==> config.mk <==
export PLATFORM = sky130hd
export DESIGN_NAME = regfile_writeback_flat
export DESIGN_NICKNAME = d
export VERILOG_FILES = /design/src/rtl/wb_pkg.sv /design/src/rtl/regfile_writeback_if.sv /design/src/rtl/wb_fifo.sv /design/src/rtl/regfile_writeback.sv /design/src/flat_wrapper.sv
export SDC_FILE = /design/constraint.sdc
export NUM_CORES = 1
export LEC_CHECK = 0
export BUFFER_PORTS_ARGS = -buffer_cell sky130_fd_sc_hd__buf_4
export CAP_MARGIN = 0
export CORE_ASPECT_RATIO = 1.2
export CORE_MARGIN = 2
export CORE_UTILIZATION = 60
export CTS_BUF_LIST = sky130_fd_sc_hd__clkbuf_16
export DETAILED_ROUTE_END_ITERATION = 12
export GPL_ROUTABILITY_DRIVEN = 0
export HOLD_SLACK_MARGIN = 0.12
export PLACE_DENSITY_LB_ADDON = 0.05
export SLEW_MARGIN = 30
export SYNTH_ARGS = -nofsm -noshare
export SYNTH_HDL_FRONTEND = slang
export SYNTH_HIERARCHICAL = 1
export SYNTH_SLANG_ARGS = --single-unit
==> constraint.sdc <==
create_clock -name clk -period 7 [get_ports clk]
set_input_delay 1.75 -clock clk [delete_from_list [all_inputs] [get_ports clk]]
set_output_delay 1.75 -clock clk [all_outputs]
set_load 0.01 [all_outputs]
==> src/rtl/wb_pkg.sv <==
// Shared widths and queue entry type for the register file write-back path.
package wb_pkg;
  localparam int unsigned DATA_W = 32;
  localparam int unsigned ADDR_W = 5;
  localparam logic [ADDR_W-1:0] REG_ZERO = 5'd0;

  typedef struct packed {
    logic [ADDR_W-1:0] dest;
    logic [DATA_W-1:0] data;
  } wb_entry_t;
endpackage

==> src/rtl/regfile_writeback_if.sv <==
// Producer handshakes, register file write port and forwarding lookup of regfile_writeback.
interface regfile_writeback_if;
  import wb_pkg::*;

  logic              alu_valid;
  logic [ADDR_W-1:0] alu_dest;
  logic [DATA_W-1:0] alu_data;
  logic              alu_ready;
  logic              ld_valid;
  logic [ADDR_W-1:0] ld_dest;
  logic [DATA_W-1:0] ld_data;
  logic              ld_ready;
  logic              regwrite;
  logic [ADDR_W-1:0] dest;
  logic [DATA_W-1:0] write_data;
  logic [ADDR_W-1:0] fwd_addr1;
  logic [ADDR_W-1:0] fwd_addr2;
  logic              fwd_hit1;
  logic              fwd_hit2;
  logic [DATA_W-1:0] fwd_data1;
  logic [DATA_W-1:0] fwd_data2;

  modport master (
    output alu_valid, alu_dest, alu_data, ld_valid, ld_dest, ld_data, fwd_addr1, fwd_addr2,
    input  alu_ready, ld_ready, regwrite, dest, write_data,
           fwd_hit1, fwd_hit2, fwd_data1, fwd_data2
  );

  modport slave (
    input  alu_valid, alu_dest, alu_data, ld_valid, ld_dest, ld_data, fwd_addr1, fwd_addr2,
    output alu_ready, ld_ready, regwrite, dest, write_data,
           fwd_hit1, fwd_hit2, fwd_data1, fwd_data2
  );
endinterface

==> src/rtl/wb_fifo.sv <==
// In-order write-back queue: two ordered pushes (i_push0 older), one pop, exported contents.
module wb_fifo
  import wb_pkg::*;
#(
  parameter int unsigned DEPTH = 4,
  localparam int unsigned PTR_W = $clog2(DEPTH),
  localparam int unsigned CNT_W = PTR_W + 1
) (
  input  logic             clk,
  input  logic             rst_n,
  input  logic             i_push0,
  input  wb_entry_t        i_entry0,
  input  logic             i_push1,
  input  wb_entry_t        i_entry1,
  input  logic             i_pop,
  output logic [CNT_W-1:0] o_count,
  output logic [PTR_W-1:0] o_head_ptr,
  output wb_entry_t        o_head,
  output wb_entry_t        o_entries [DEPTH],
  output logic [DEPTH-1:0] o_valid
);
  wb_entry_t        r_mem [DEPTH];
  logic [PTR_W-1:0] r_head;
  logic [PTR_W-1:0] r_tail;
  logic [CNT_W-1:0] r_count;
  logic [1:0]       w_npush;
  logic [PTR_W-1:0] w_wr_ptr1;

  assign w_npush   = {1'b0, i_push0} + {1'b0, i_push1};
  // The younger entry lands one slot past the older one only when both push.
  assign w_wr_ptr1 = i_push0 ? r_tail + PTR_W'(1) : r_tail;

  always_ff @(posedge clk) begin
    if (i_push0) r_mem[r_tail]    <= i_entry0;
    if (i_push1) r_mem[w_wr_ptr1] <= i_entry1;
  end

  always_ff @(posedge clk) begin
    if (!rst_n) begin
      r_head  <= '0;
      r_tail  <= '0;
      r_count <= '0;
    end else begin
      r_tail  <= r_tail + PTR_W'(w_npush);
      if (i_pop) r_head <= r_head + PTR_W'(1);
      r_count <= r_count + CNT_W'(w_npush) - CNT_W'(i_pop);
    end
  end

  always_comb begin
    logic [PTR_W-1:0] w_off;
    w_off   = '0;
    o_valid = '0;
    for (int unsigned i = 0; i < DEPTH; i++) begin
      w_off      = PTR_W'(i) - r_head;
      o_valid[i] = ({1'b0, w_off} < r_count);
    end
  end

  assign o_count    = r_count;
  assign o_head_ptr = r_head;
  assign o_head     = r_mem[r_head];
  assign o_entries  = r_mem;
endmodule

==> src/rtl/regfile_writeback.sv <==
// Merges ALU and load results into one register file write per cycle via wb_fifo.
// REGFILE_WB_FORWARD_EN builds the forwarding search; otherwise fwd_hit*/fwd_data* are 0.
module regfile_writeback
  import wb_pkg::*;
#(
  parameter int unsigned DEPTH = 4
) (
  input logic                clk,
  input logic                rst_n,
  regfile_writeback_if.slave bus
);
  localparam int unsigned PTR_W = $clog2(DEPTH);
  localparam int unsigned CNT_W = PTR_W + 1;

  logic [CNT_W-1:0] w_count;
  logic [PTR_W-1:0] w_head_ptr;
  wb_entry_t        w_head;
  wb_entry_t        w_entries [DEPTH];
  logic [DEPTH-1:0] w_valid;
  logic             w_ready;
  logic             w_push_ld;
  logic             w_push_alu;
  logic             w_pop;
  logic             w_hit1;
  logic             w_hit2;
  logic [DATA_W-1:0] w_fdata1;
  logic [DATA_W-1:0] w_fdata2;

  // Two free slots are always kept so both producers can be accepted together.
  assign w_ready    = (w_count <= CNT_W'(DEPTH - 2));
  assign w_push_ld  = bus.ld_valid  && w_ready && (bus.ld_dest  != REG_ZERO);
  assign w_push_alu = bus.alu_valid && w_ready && (bus.alu_dest != REG_ZERO);
  assign w_pop      = (w_count != '0);

  wb_fifo #(.DEPTH(DEPTH)) u_fifo (
    .clk        (clk),
    .rst_n      (rst_n),
    .i_push0    (w_push_ld),
    .i_entry0   ('{dest: bus.ld_dest, data: bus.ld_data}),
    .i_push1    (w_push_alu),
    .i_entry1   ('{dest: bus.alu_dest, data: bus.alu_data}),
    .i_pop      (w_pop),
    .o_count    (w_count),
    .o_head_ptr (w_head_ptr),
    .o_head     (w_head),
    .o_entries  (w_entries),
    .o_valid    (w_valid)
  );

  assign bus.alu_ready  = w_ready;
  assign bus.ld_ready   = w_ready;
  assign bus.regwrite   = w_pop;
  assign bus.dest       = w_pop ? w_head.dest : '0;
  assign bus.write_data = w_pop ? w_head.data : '0;

`ifdef REGFILE_WB_FORWARD_EN
  // Walk oldest to youngest so the last match found is the youngest pending value.
  always_comb begin
    logic [PTR_W-1:0] w_idx;
    w_idx    = '0;
    w_hit1   = 1'b0;
    w_hit2   = 1'b0;
    w_fdata1 = '0;
    w_fdata2 = '0;
    for (int unsigned k = 0; k < DEPTH; k++) begin
      w_idx = w_head_ptr + PTR_W'(k);
      if (w_valid[w_idx] && (bus.fwd_addr1 != REG_ZERO) &&
          (w_entries[w_idx].dest == bus.fwd_addr1)) begin
        w_hit1   = 1'b1;
        w_fdata1 = w_entries[w_idx].data;
      end
      if (w_valid[w_idx] && (bus.fwd_addr2 != REG_ZERO) &&
          (w_entries[w_idx].dest == bus.fwd_addr2)) begin
        w_hit2   = 1'b1;
        w_fdata2 = w_entries[w_idx].data;
      end
    end
  end
`else
  logic w_unused_fwd;

  always_comb begin
    w_unused_fwd = ^{w_head_ptr, w_valid, bus.fwd_addr1, bus.fwd_addr2};
    for (int unsigned k = 0; k < DEPTH; k++) begin
      w_unused_fwd = w_unused_fwd ^ (^w_entries[k]);
    end
  end

  assign w_hit1   = 1'b0;
  assign w_hit2   = 1'b0;
  assign w_fdata1 = '0;
  assign w_fdata2 = '0;
`endif

  assign bus.fwd_hit1  = w_hit1;
  assign bus.fwd_hit2  = w_hit2;
  assign bus.fwd_data1 = w_fdata1;
  assign bus.fwd_data2 = w_fdata2;
endmodule
==> src/flat_wrapper.sv <==
// flat-port wrapper written by rule: the top's interface ports become plain ports
module regfile_writeback_flat import wb_pkg::*;
#(
  parameter int unsigned DEPTH = 4
)
  (clk, rst_n, bus_alu_valid, bus_alu_dest, bus_alu_data, bus_ld_valid, bus_ld_dest, bus_ld_data, bus_fwd_addr1, bus_fwd_addr2, bus_alu_ready, bus_ld_ready, bus_regwrite, bus_dest, bus_write_data, bus_fwd_hit1, bus_fwd_hit2, bus_fwd_data1, bus_fwd_data2);
  regfile_writeback_if bus_i ();
  input logic clk;
  input logic rst_n;
  input wire logic [$bits(bus_i.alu_valid)-1:0] bus_alu_valid;
  input wire logic [$bits(bus_i.alu_dest)-1:0] bus_alu_dest;
  input wire logic [$bits(bus_i.alu_data)-1:0] bus_alu_data;
  input wire logic [$bits(bus_i.ld_valid)-1:0] bus_ld_valid;
  input wire logic [$bits(bus_i.ld_dest)-1:0] bus_ld_dest;
  input wire logic [$bits(bus_i.ld_data)-1:0] bus_ld_data;
  input wire logic [$bits(bus_i.fwd_addr1)-1:0] bus_fwd_addr1;
  input wire logic [$bits(bus_i.fwd_addr2)-1:0] bus_fwd_addr2;
  output wire logic [$bits(bus_i.alu_ready)-1:0] bus_alu_ready;
  output wire logic [$bits(bus_i.ld_ready)-1:0] bus_ld_ready;
  output wire logic [$bits(bus_i.regwrite)-1:0] bus_regwrite;
  output wire logic [$bits(bus_i.dest)-1:0] bus_dest;
  output wire logic [$bits(bus_i.write_data)-1:0] bus_write_data;
  output wire logic [$bits(bus_i.fwd_hit1)-1:0] bus_fwd_hit1;
  output wire logic [$bits(bus_i.fwd_hit2)-1:0] bus_fwd_hit2;
  output wire logic [$bits(bus_i.fwd_data1)-1:0] bus_fwd_data1;
  output wire logic [$bits(bus_i.fwd_data2)-1:0] bus_fwd_data2;
  assign bus_i.alu_valid = bus_alu_valid;
  assign bus_i.alu_dest = bus_alu_dest;
  assign bus_i.alu_data = bus_alu_data;
  assign bus_i.ld_valid = bus_ld_valid;
  assign bus_i.ld_dest = bus_ld_dest;
  assign bus_i.ld_data = bus_ld_data;
  assign bus_i.fwd_addr1 = bus_fwd_addr1;
  assign bus_i.fwd_addr2 = bus_fwd_addr2;
  assign bus_alu_ready = bus_i.alu_ready;
  assign bus_ld_ready = bus_i.ld_ready;
  assign bus_regwrite = bus_i.regwrite;
  assign bus_dest = bus_i.dest;
  assign bus_write_data = bus_i.write_data;
  assign bus_fwd_hit1 = bus_i.fwd_hit1;
  assign bus_fwd_hit2 = bus_i.fwd_hit2;
  assign bus_fwd_data1 = bus_i.fwd_data1;
  assign bus_fwd_data2 = bus_i.fwd_data2;
  regfile_writeback #(.DEPTH(DEPTH)) u_core (.clk(clk), .rst_n(rst_n), .bus(bus_i));
endmodule
==> impl_metrics.env, run 1 <==
export IMPL_run_status="finished, final reports clean"
export IMPL_finClkSkew_ps=3.87
export IMPL_antennaDiodeCount=0
export IMPL_timing_critical_path_fanout_max=21
export IMPL_timing_final_crit_period_ps=4440
export IMPL_ir_worst_vdd_v=0.000233
export IMPL_hp_class="reg2reg"
export IMPL_finalMaxSlewViolations=0
export IMPL_pin_count_of_the_biggest_net_entering_global_routing=39
export IMPL_drive_above_1_share=0.609
export IMPL_dpl_hpwl_um=12500
export IMPL_cellInternalPower_mw=3.41
export IMPL_report_final_hold_viol_count=0
export IMPL_crit_path_frequent_cell="buf_4"
export IMPL_ctsHoldBuffers=0
export IMPL_initial_antenna_violation_count=0
export IMPL_drt_total_wl_um=19800
export IMPL_cp_start_kind="register"
export IMPL_worst_r2r_setup_slack_ps=3690
export IMPL_timing_max_cap_violations=0
export IMPL_vias=5484
export IMPL_first_global_vias=5660
export IMPL_drtIter0Drc=135
export IMPL_row_count=48
export IMPL_cts_clk_pin_slew_worst_paths_ps=60
export IMPL_worstReg2RegEnd="u_core/u_fifo/o_entries[88]"
export IMPL_post_dp_cell_area_um2=9470
export IMPL_unrepaired_setup_endpoints_after_global_routing="no"
export IMPL_timing_critical_path_max_delay_family="flip-flops"
export IMPL_power_sequential_fraction=0.327
export IMPL_global_route_usage_total=0.255
export IMPL_wl_per_cell_um=20.4
export IMPL_layout_nets=885
export IMPL_power_leakage_nw=4.29
export IMPL_design_die_area_um2=15700
export IMPL_drt_first_pass_iters=6
export IMPL_rr_startpoint="u_core/u_fifo/o_count[0]"
export IMPL_timing_worst_setup_path_type="reg2out"
export IMPL_final_setup_viol_count=0
export IMPL_gr_total_overflow=0
export IMPL_critical_path_slowest_cell="dfxtp_2"
export IMPL_ff2ff_path_depth=6
export IMPL_worst_ep_arrival_time_ps=2690
export IMPL_detail_route_antenna_nets=0
export IMPL_clk_root_buffer_cell="clkbuf_16"
export IMPL_post_cts_repair_setup_buffers=0
export IMPL_critPathBufInv=2
export IMPL_worstHoldStart="u_core/u_fifo/o_entries[146]"
export IMPL_drt_drc_violations_left=0
export IMPL_synthCells=684
export IMPL_final_min_period_over_clock_period=0.634
export IMPL_cts_path_max_buffers=2
export IMPL_htree_num_levels=4
export IMPL_cp_cell_sequence="buf_4, mux4_2, nor2b_1, buf_4"
export IMPL_floorplan_core_area_um2=14400
export IMPL_die_height_um=137
export IMPL_syn_area_um2=8830
export IMPL_pwrdens_nw_per_um2=502
export IMPL_power_combinational_fraction=0.520
export IMPL_synthesis_area_per_instance_um2=12.9
export IMPL_cts_repair_resized=0
export IMPL_net_switching_power_mw=1.58
export IMPL_synthToLayoutAreaGrowth_pct=12.7
export IMPL_crit_cells=4
export IMPL_timing_critical_path_from="u_core/u_fifo/o_head_ptr[1]"
export IMPL_grt_pass1_wl_um=30200
export IMPL_tritoncts="yes"
export IMPL_cp_endpoint="bus_write_data[18]"
export IMPL_cts_sinks=155
export IMPL_timing_worst_slew_pin_value_ps=982
export IMPL_max_stage_delay_ps=800
export IMPL_floorplan_initialDensity=0.612
export IMPL_top_level_ports=194
export IMPL_yosys_warnings=6
export IMPL_sw_frac_of_total=0.316
export IMPL_timing_max_slew_rel_slack=0.345
export IMPL_clk_insertion_delay_late_ps=420
export IMPL_die_width_um=115
export IMPL_port_buffer_count=117
export IMPL_fmax_mhz=225
export IMPL_clock_power_share=0.153
export IMPL_per_cell_via_count_in_the_routed_design=5.64
export IMPL_crit_path_end_kind="primary output"
export IMPL_finalPower_mw=4.99
export IMPL_required_ps=5250
export IMPL_finalInstanceArea_um2=9950
export IMPL_cts_made_buffers=17
export IMPL_fin_setup_tns_ps=0
## how the worst min path moves through the flow
stage / endpoint / cells past startpoint
floorplan: u_core/u_fifo/o_entries[103] / 2
detailed placement: u_core/u_fifo/o_entries[76] / 2
global placement: u_core/u_fifo/o_entries[74] / 2
finish: u_core/u_fifo/o_entries[146] / 2
global route: u_core/u_fifo/o_entries[52] / 2
CTS: u_core/u_fifo/o_entries[20] / 2
## worst min-delay path, cell delays in order, from the launching register on
cell and delay [ps]:
dfxtp_1 320, mux2_2 140, mux2_1 110
## per-stage QoR
stage	worst slack (ps)	hold slack, ps	instances	utilization
finish	2560	601	973	0.690
floorplan	3150	557	749	-
CTS	2500	604	972	0.689
global route	2380	625	973	0.690
detailed placement	2130	589	944	0.657
global placement	2180	565	944	0.657
## power by group through the flow
| stage | combinational, mW | sequential, mW | clock, mW |
|---|---|---|---|
| floorplan | 2.06 | 1.53 | 0 |
| global placement | 2.50 | 1.61 | 0 |
| detailed placement | 2.60 | 1.65 | 0 |
| CTS | 2.61 | 1.63 | 0.778 |
| global route | 2.78 | 1.69 | 0.818 |
| finish | 2.59 | 1.63 | 0.762 |
## state kept, by name (all words and copies together) (netlist names)
| name | cells |
|---|---|
| u_core/u_fifo/o_count | 3 |
| u_core/u_fifo/o_head_ptr | 2 |
| u_core/u_fifo/r_tail | 2 |
| u_core/u_fifo/o_entries | 148 |
## layer usage
metal,global-route usage,routed length [um]
met1,0.304,8200
met2,0.446,10300
met3,0.0655,1010
met4,0.0863,279
met5,0,0
## cells in the final DEF, fill, tap and decap left out, drive strengths merged, types with 2 or more instances in the layout
| cell type | count |
|---|---|
| and2 | 7 |
| ha | 7 |
| or3 | 2 |
| nor2b | 39 |
| mux2 | 296 |
| a22oi | 2 |
| a21oi | 2 |
| dfxtp | 155 |
| clkbuf | 17 |
| xor2 | 4 |
| mux4 | 37 |
| conb | 66 |
| a32oi | 2 |
| clkinv | 9 |
| nand2 | 5 |
| o311a | 2 |
| xnor2 | 3 |
| inv | 8 |
| buf | 128 |
## cell type report
cell class / instances / area, um^2
Multi-Input combinational cell: 481 / 5170
Fill cell: 1103 / 4460
Sequential cell: 155 / 3110
Timing Repair Buffer: 128 / 968
Clock buffer: 17 / 425
Tap cell: 175 / 219
Clock inverter: 11 / 42.5
Inverter: 6 / 22.5
Note: power is estimated with default switching activity, not from simulation.
==> run 2: changes to the inputs <==
CORE_UTILIZATION = 50   (was 60)
clock period = 3.8 ns   (was 7 ns; I/O delays follow)
==> run 2 against run 1 <==
Net effect: combinational power rose by 87%; global-route usage fell by 3.4 points; critical path depth did not move; count of clock-buffer cells in the layout did not move; cell count rose by 6.1%; power rose by 87%; largest power group unchanged; highest routed layer unchanged.
==> impl_metrics.env, run 2 (synthesis gave the netlist of run 1 again) <==
export IMPL_cts_clk_pin_slew_worst_paths_ps=50
export IMPL_cp_cell_sequence="buf_4, mux4_2, nor2b_1, buf_4"
export IMPL_timing_max_slew_rel_slack=0.482
export IMPL_pin_count_of_the_biggest_net_entering_global_routing=27
export IMPL_crit_path_end_kind="primary output"
export IMPL_placement_setup_worst_slack_ps=428
export IMPL_die_width_um=125
export IMPL_worstReg2RegEnd="u_core/u_fifo/o_entries[18]"
export IMPL_final_common_cell="mux2_2"
export IMPL_final_min_period_over_clock_period=0.846
export IMPL_finalPower_mw=9.34
export IMPL_drt_first_pass_iters=4
export IMPL_finalMaxSlewViolations=0
export IMPL_cp_start_kind="register"
export IMPL_timing_final_crit_period_ps=3210
export IMPL_ff2ff_path_depth=6
export IMPL_antennaDiodeCount=0
export IMPL_finClkSkew_ps=6.27
export IMPL_post_cts_repair_setup_buffers=0
export IMPL_row_count=53
export IMPL_synthToLayoutAreaGrowth_pct=15.4
export IMPL_clk_insertion_delay_late_ps=420
export IMPL_vias=5535
export IMPL_worst_r2r_setup_slack_ps=1260
export IMPL_top_level_ports=194
export IMPL_required_ps=2850
export IMPL_timing_hold_worst_path_depth=2
export IMPL_fin_setup_tns_ps=0
export IMPL_worstHoldStart="u_core/u_fifo/o_entries[146]"
export IMPL_layout_common_cells="mux2_2 (272), dfxtp_1 (153), buf_4 (139), conb_1 (66), nor2b_1 (39)"
export IMPL_dpl_hpwl_um=13500
export IMPL_holdPathEnd="u_core/u_fifo/o_entries[146]"
export IMPL_run_status="finished, final reports clean"
export IMPL_clk_root_buffer_cell="clkbuf_16"
export IMPL_ctsHoldBuffers=0
export IMPL_finalInstanceArea_um2=10200
export IMPL_tritoncts="yes"
export IMPL_unrepaired_setup_endpoints_after_global_routing="no"
export IMPL_grt_pass1_wl_um=31800
export IMPL_port_buffer_count=117
export IMPL_timing_worst_setup_path_type="reg2out"
export IMPL_rr_startpoint="u_core/u_fifo/o_count[0]"
export IMPL_pwrdens_nw_per_um2=917
export IMPL_drtIter0Drc=140
export IMPL_crit_path_frequent_cell="buf_4"
export IMPL_layout_nets=900
export IMPL_first_global_vias=5935
export IMPL_timing_critical_path_fanout_max=21
export IMPL_timing_critical_path_from="u_core/u_fifo/o_head_ptr[0]"
export IMPL_ir_worst_vdd_v=0.000395
export IMPL_floorplan_initialDensity=0.506
export IMPL_drt_total_wl_um=20200
export IMPL_cts_made_buffers=17
export IMPL_worst_ep_arrival_time_ps=2260
export IMPL_final_util=0.584
export IMPL_initial_antenna_violation_count=0
export IMPL_timing_worst_slew_pin_value_ps=777
export IMPL_floorplan_core_area_um2=17400
export IMPL_cts_sinks=155
export IMPL_largest_reg_flops=148
export IMPL_fin_cells=1032
export IMPL_power_leakage_nw=4.39
export IMPL_critical_path_slowest_cell="dfxtp_2"
export IMPL_fmax_mhz=311
export IMPL_hp_class="reg2reg"
export IMPL_report_final_hold_viol_count=0
export IMPL_design_die_area_um2=18700
export IMPL_post_place_cells=1005
export IMPL_cts_path_max_buffers=2
export IMPL_die_height_um=150
export IMPL_final_hold_worst_slack_ps=592
export IMPL_cts_repair_resized=0
export IMPL_wl_per_cell_um=19.6
export IMPL_htree_num_levels=4
export IMPL_drt_drc_violations_left=0
export IMPL_final_setup_viol_count=0
export IMPL_detail_route_antenna_nets=0
export IMPL_fill_cells=1481
export IMPL_timing_critical_path_max_delay_family="flip-flops"
export IMPL_layout_setup_ws_ps=587
export IMPL_per_cell_via_count_in_the_routed_design=5.36
export IMPL_drive_above_1_share=0.621
export IMPL_max_stage_delay_ps=830
export IMPL_post_dp_cell_area_um2=9690
export IMPL_global_route_usage_total=0.220
export IMPL_timing_max_cap_violations=0
export IMPL_gr_total_overflow=0
export IMPL_critPathBufInv=2
[run 2: changes by cell type in the layout (fill, tap and decap cells not counted)]
cell and delta:
buf_4 +12, buf_12 +4, clkinv_1 -6, nand2_4 -1, inv_1 +2, clkinv_2 +2
nand2_2 +1, bufinv_16 +1, buf_8 -1
[run 2: worst min-delay path: cells and delay by family (launching register included)]
family | cells | cell delay (ps)
flip-flops | 1 | 320
multiplexers | 2 | 250
[run 2: how the worst max path moves through the flow]
stage               slack (ps)                     endpoint  cells after the start
finish                     590           bus_write_data[27]                      4
CTS                        530           bus_write_data[27]                      4
floorplan                  750     u_core/u_fifo/o_count[2]                      8
detailed placement         430   u_core/u_fifo/o_entries[8]                      7
global placement           470  u_core/u_fifo/o_entries[19]                      7
global route               480           bus_write_data[27]                      4
[run 2: layout make-up]
| cell class | instances | area [um^2] | area share |
|---|---|---|---|
| well taps | 220 | 275 | 0.0270 |
| flip-flops and latches | 155 | 3110 | 0.305 |
| clock buffers | 17 | 425 | 0.0418 |
| clock inverters | 10 | 67.6 | 0.00664 |
| multi-input cells | 481 | 5160 | 0.507 |
| inverters | 6 | 22.5 | 0.00221 |
| repair buffers | 143 | 1120 | 0.110 |
[run 2: per-layer routing]
layer / wire (um) / vias to the layer above / track usage
met5: 0 / - / 0
met4: 223 / 0 / 0.0644
met3: 911 / 15 / 0.0518
met2: 10600 / 138 / 0.398
met1: 8470 / 2786 / 0.261
li1: - / 2596 / -
[run 2: power by group]
group / internal (mW) / leakage (nW) / switching [mW] / total [mW]
Sequential: 2.53 / 1.31 / 0.484 / 3.02
Combinational: 3.05 / 2.83 / 1.81 / 4.85
Clock: 0.861 / 0.260 / 0.605 / 1.47
Total: 6.44 / 4.39 / 2.90 / 9.34
